--- src/rtl/frame_sample_counter.sv ---
// Per-frame sample counter for the FFT input path: counts valid beats against a length
// latched at start, flags first/last beats, pulses frame_done and tracks a frame index.
module frame_sample_counter #(
  parameter int unsigned CNT_W = 32,
  parameter int unsigned FRM_W = 8
) (
  input  logic             clk,
  input  logic             rst_n,
  input  logic             start,
  input  logic             abort,
  input  logic             cont_mode,
  input  logic [CNT_W-1:0] thresh,
  input  logic             valid,
  output logic             busy,
  output logic [CNT_W-1:0] count,
  output logic             first,
  output logic             last,
  output logic             frame_done,
  output logic [FRM_W-1:0] frame_idx,
  output logic             cfg_err
);

  typedef enum logic [0:0] {StIdle, StRun} state_e;

  state_e           state_q, state_d;
  logic [CNT_W-1:0] len_q, len_d;
  logic             mode_q, mode_d;
  logic [CNT_W-1:0] count_q, count_d;
  logic [FRM_W-1:0] frame_idx_q, frame_idx_d;
  logic             frame_done_q, frame_done_d;
  logic             cfg_err_q, cfg_err_d;

  logic             in_run;
  logic             beat;
  logic             at_last;
  logic             start_ok;
  logic             start_bad;
  logic             frame_end;

  assign in_run    = (state_q == StRun);
  assign beat      = in_run & valid;
  // len_q is never zero in RUN, so len_q-1 cannot wrap while it matters.
  assign at_last   = (count_q == (len_q - CNT_W'(1)));
  assign start_ok  = (state_q == StIdle) & start & ~abort & (thresh != '0);
  assign start_bad = (state_q == StIdle) & start & ~abort & (thresh == '0);
  // Abort wins over a coincident last beat: no completion is recorded.
  assign frame_end = beat & at_last & ~abort;

  // State register
  always_ff @(posedge clk or negedge rst_n) begin
    if (!rst_n) begin
      state_q <= StIdle;
    end else begin
      state_q <= state_d;
    end
  end

  // Next-state logic
  always_comb begin
    state_d = state_q;
    unique case (state_q)
      StIdle: begin
        if (start_ok) begin
          state_d = StRun;
        end
      end
      StRun: begin
        if (abort) begin
          state_d = StIdle;
        end else if (frame_end && !mode_q) begin
          state_d = StIdle;
        end
      end
      default: state_d = StIdle;
    endcase
  end

  // Output logic
  always_comb begin
    busy       = in_run;
    count      = count_q;
    first      = beat & (count_q == '0);
    last       = beat & at_last;
    frame_done = frame_done_q;
    frame_idx  = frame_idx_q;
    cfg_err    = cfg_err_q;
  end

  // Datapath next-state
  always_comb begin
    len_d        = len_q;
    mode_d       = mode_q;
    count_d      = count_q;
    frame_idx_d  = frame_idx_q;
    frame_done_d = frame_end;
    cfg_err_d    = start_bad;

    if (abort) begin
      count_d = '0;
    end else if (start_ok) begin
      len_d       = thresh;
      mode_d      = cont_mode;
      count_d     = '0;
      frame_idx_d = '0;
    end else if (beat) begin
      if (at_last) begin
        count_d     = '0;
        frame_idx_d = frame_idx_q + FRM_W'(1);
      end else begin
        count_d = count_q + CNT_W'(1);
      end
    end
  end

  // Datapath registers
  always_ff @(posedge clk or negedge rst_n) begin
    if (!rst_n) begin
      len_q        <= '0;
      mode_q       <= 1'b0;
      count_q      <= '0;
      frame_idx_q  <= '0;
      frame_done_q <= 1'b0;
      cfg_err_q    <= 1'b0;
    end else begin
      len_q        <= len_d;
      mode_q       <= mode_d;
      count_q      <= count_d;
      frame_idx_q  <= frame_idx_d;
      frame_done_q <= frame_done_d;
      cfg_err_q    <= cfg_err_d;
    end
  end

endmodule
--- config.mk ---
export PLATFORM = sky130hd
export DESIGN_NAME = frame_sample_counter
export DESIGN_NICKNAME = d
export VERILOG_FILES = /design/src/rtl/frame_sample_counter.sv
export SDC_FILE = /design/constraint.sdc
export NUM_CORES = 1
export LEC_CHECK = 0
export ABC_AREA = 1
export CORE_MARGIN = 3
export CORE_UTILIZATION = 45
export CTS_CLUSTER_SIZE = 40
export DETAILED_ROUTE_END_ITERATION = 10
export MAX_ROUTING_LAYER = met4
export PLACE_DENSITY_LB_ADDON = 0.3
export SLEW_MARGIN = 20
export SYNTH_ARGS = -nofsm -noshare
export SYNTH_HDL_FRONTEND = slang
export SYNTH_SLANG_ARGS = --single-unit
--- constraint.sdc ---
create_clock -name clk -period 2 [get_ports clk]
set_input_delay 0.2 -clock clk [delete_from_list [all_inputs] [get_ports clk]]
set_output_delay 0.2 -clock clk [all_outputs]
set_load 0.03 [all_outputs]
==> flow_summary_export.csv, run 1 <==
group,metric,value,unit
yosys,yosys_most_used_dff,"dfrtp_1",
detailed_routing,drt_wl_total,21.8,mm
cts,cts_max_path_buffers,2,
worst_setup_path,cpMaxStageDelayCell,"dfrtp_1",
floorplanning,core_area,12300,sq um
yosys,ys_top_cells_by_count,"nand2_1 (325), nor2_1 (102), inv_1 (93)",
placed_design,dp_hpwl,15.1,mm
cells_and_area,num-fill-cells,887,
cts,path_clk_slew,0.06,ns
yosys,synth_edf_count,0,
cells_and_area,postLayoutCellArea,8920,sq um
power,max-vdd-ir-drop,0.701,mV
sta,fin_crit_sh,1.27,
cts,numCtsBuffers,9,
worst_setup_path,crit_required,1.80,ns
global_routing,grt-ovfl-total,0,
floorplanning,io_pins,83,
worst_setup_path,cp_common_cell,"nand2_1",
floorplanning,die_area,14200,sq um
cells_and_area,final_cells,1310,
cells_and_area,final_util,0.728,
yosys,seq_area_frac_synth,0.330,
yosys,ys_warn_count,0,
detailed_routing,firstDrtPassIters,5,
global_routing,grt_pass1_vias,6870,
sta,hold_viol_final,0,
sta,slew_violations,0,
yosys,yosysTopAreaCell,"dfrtp_1",
yosys,yosysMostFrequentCell,"nand2_1",
sta,rsz0062_at_grt,"yes",
worst_setup_path,critPathLaunchType,"flop",
yosys,syn_avg_cell_area,6.51,sq um
yosys,ys_types,36,
worst_setup_path,worst-endpoint-arrival,2.34,ns
run,max_cap_violations,0,
yosys,async_reset_ff_frac,1.00,
sta,worst_pin_slew,0.433,ns
global_routing,antenna_found_initial,0,
cells_and_area,nets,1179,
cts,cts-root-buf,"clkbuf_16",
power,leakage,4.39,nW
sta,finalCriticalPeriod,2.54,ns
worst_setup_path,worstPathMaxFanout,4,
sta,setup_violations,44,
run_status,status,"finished with violations",
global_routing,grt_pass1_wl,33.5,mm
worst_setup_path,cpPeakStageDelay,0.42,ns
sta,clock_skew,0.00694,ns
placed_design,io_buffers,82,
yosys,synth_area,5770,sq um
cts,clk_latency,0.35,ns
detailed_routing,vias,7149,
placed_design,dpl_cell_area,7880,sq um
detailed_routing,detail-route-antenna-nets,0,
sta,timing.fmax,393,MHz
floorplanning,start_util,0.470,
power,finalPower,0.00598,W
cells_and_area,final_layout_size_suffix_gt1_frac,0.280,
placed_design,gp_congestion,0.972,
yosys,synth_top_area_share,0.330,
yosys,synthCells,886,
detailed_routing,drtIter0Drc,672,
cts,htree_levels,3,
worst_setup_path,worstSetupPathType,"reg2out",
placed_design,place_inst,1260,
run_status,violations,"setup timing",
sta,fin_setup_tns,-13.24,ns
floorplanning,fp.dieW,119,microns
detailed_routing,wl_per_cell,16.7,microns
power,p_per_area,671,nW/um^2
cts,cts_sinks,76,
worst_setup_path,cp_cell_sequence,"nor2_2 -> buf_4 -> nand2_1 -> nor2_4 -> nand2_1 -> nor2_2 -> nand2_1 -> nand2_1 -> nand2_1 -> nor2_1 -> nand2_1 -> nor2_4 -> nand3_4 -> inv_2 -> buf_6",
floorplanning,die_y,119,microns
yosys,ys_ff_latch,76,
cts,tritoncts,"done",
worst_setup_path,setup.worst_path.end_class,"primary output",
global_routing,grtUsageTotal,0.304,
detailed_routing,via_per_inst,5.46,
min_path,hold_path.class,"in2async",
yosys,synth.area.top_cells,"dfrtp_1 (33%), nand2_1 (21%), nor2_1 (6.6%)",
floorplanning,row_count,40,
yosys,synth_nets,928,
cells_and_area,syn_to_final_growth,54.7,%
sta,max_slew_margin,0.709,
global_routing,grt_start_max_net_pins,37,
sta,setup_ws,-0.544,ns
detailed_routing,drc,0,
cells_and_area,diodes,0,
==> routing by layer <==
metal | routed length [microns] | part of all wire | GRT usage
met3 | 1950 | 0.089 | 0.0579
met2 | 10500 | 0.48 | 0.490
met4 | 1140 | 0.052 | 0.151
met1 | 8290 | 0.38 | 0.365
met5 | 0 | 0 | -
==> cell usage in the layout, fill, tap and decap left out, drive strengths merged, types with 2 or more instances in the layout <==
cell type | synthesis | routed
a21oi | 8 | 8
buf | 8 | 186
clkbuf | 19 | 12
clkdlybuf4s50 | 0 | 78
clkinv | 4 | 6
dfrtp | 76 | 76
ha | 4 | 4
inv | 97 | 97
nand2 | 335 | 336
nand3 | 37 | 37
nand3b | 6 | 6
nand4 | 41 | 41
nor2 | 121 | 122
nor3 | 17 | 17
nor4 | 18 | 18
o21ai | 27 | 27
o21bai | 2 | 2
o22ai | 8 | 8
xnor2 | 21 | 21
xor2 | 34 | 34
==> kinds of logic (layout without fill, tap and decap cells) <==
logic type,after synthesis,in the layout,synth area share
fa+ha+maj,4,4,0.00868
compound gates,46,46,0.0443
flops,76,76,0.330
buf+inv,128,382,0.0883
simple gates,577,579,0.445
xor+xnor,55,55,0.0836
==> worst max-delay path, delay by kind of cell (launching register included) <==
kind,cells,cell delay (ns)
buf+inv,3,0.31
flops,1,0.42
simple gates,12,1.26
==> stage by stage <==
stage	setup slack [ns]	hold WS, ns
2_1_floorplan	0.00232	-0.0956
3_3_place_gp	-0.268	0.104
3_5_place_dp	-0.275	0.104
4_1_cts	-0.523	0.274
5_1_grt	-0.689	0.307
6_report	-0.544	0.271
==> worst paths after layout <==
| check | startpoint | end | slack (ns) | cells past startpoint |
|---|---|---|---|---|
| max | len_q[13] | last | -0.54 | 15 |
| min | rst_n | count[19] | 0.27 | 2 |
| max reg2reg | len_q[11] | count[21] | -0.38 | 14 |
| min reg2reg | len_q[31] | len_q[31] | 0.53 | 2 |
| max in group asynchronous | rst_n | len_q[26] | 1.11 | 3 |
| min in group clk | thresh[25] | len_q[25] | 0.42 | 3 |
==> where the power goes <==
| group | switching (W) | internal (W) |
|---|---|---|
| clock | 0.000661 | 0.00103 |
| combinational | 0.00128 | 0.00101 |
| sequential | 0.000272 | 0.00173 |
| total | 0.00221 | 0.00378 |
==> registers in the layout, summed over array words and instances, names as in the netlist <==
signal,flops
mode_q,1
cfg_err,1
len_q,32
frame_idx,8
count,32
frame_done,1
busy,1
==> layout make-up <==
class | instances | area, sq um | area share
Multi-Input combinational cell | 684 | 3750 | 0.420
Timing Repair Buffer | 265 | 2340 | 0.263
Sequential cell | 76 | 1910 | 0.214
Inverter | 101 | 399 | 0.0447
Clock buffer | 12 | 256 | 0.0288
Tap cell | 168 | 210 | 0.0236
Clock inverter | 4 | 47.5 | 0.00533
==> repair_timing <==
item	in CTS	in global routing
hold endpoints to repair	18	0
resized for setup	79	49
setup buffers	15	18
hold buffers	1	0
cloned	5	0
pin swaps	19	29
setup endpoints to repair	44	54
No activity file was read; power rests on OpenSTA's default activity.
==> inputs of run 2 (changes only) <==
--- a/config.mk
+++ b/config.mk
@@ -12,7 +12,7 @@
 export DETAILED_ROUTE_END_ITERATION = 10
 export MAX_ROUTING_LAYER = met4
 export PLACE_DENSITY_LB_ADDON = 0.3
-export SLEW_MARGIN = 20
+export SLEW_MARGIN = 10
 export SYNTH_ARGS = -nofsm -noshare
 export SYNTH_HDL_FRONTEND = slang
 export SYNTH_SLANG_ARGS = --single-unit
==> results of run 2 <==
The final DEF is identical to that of run 1; final timing and power are the same.
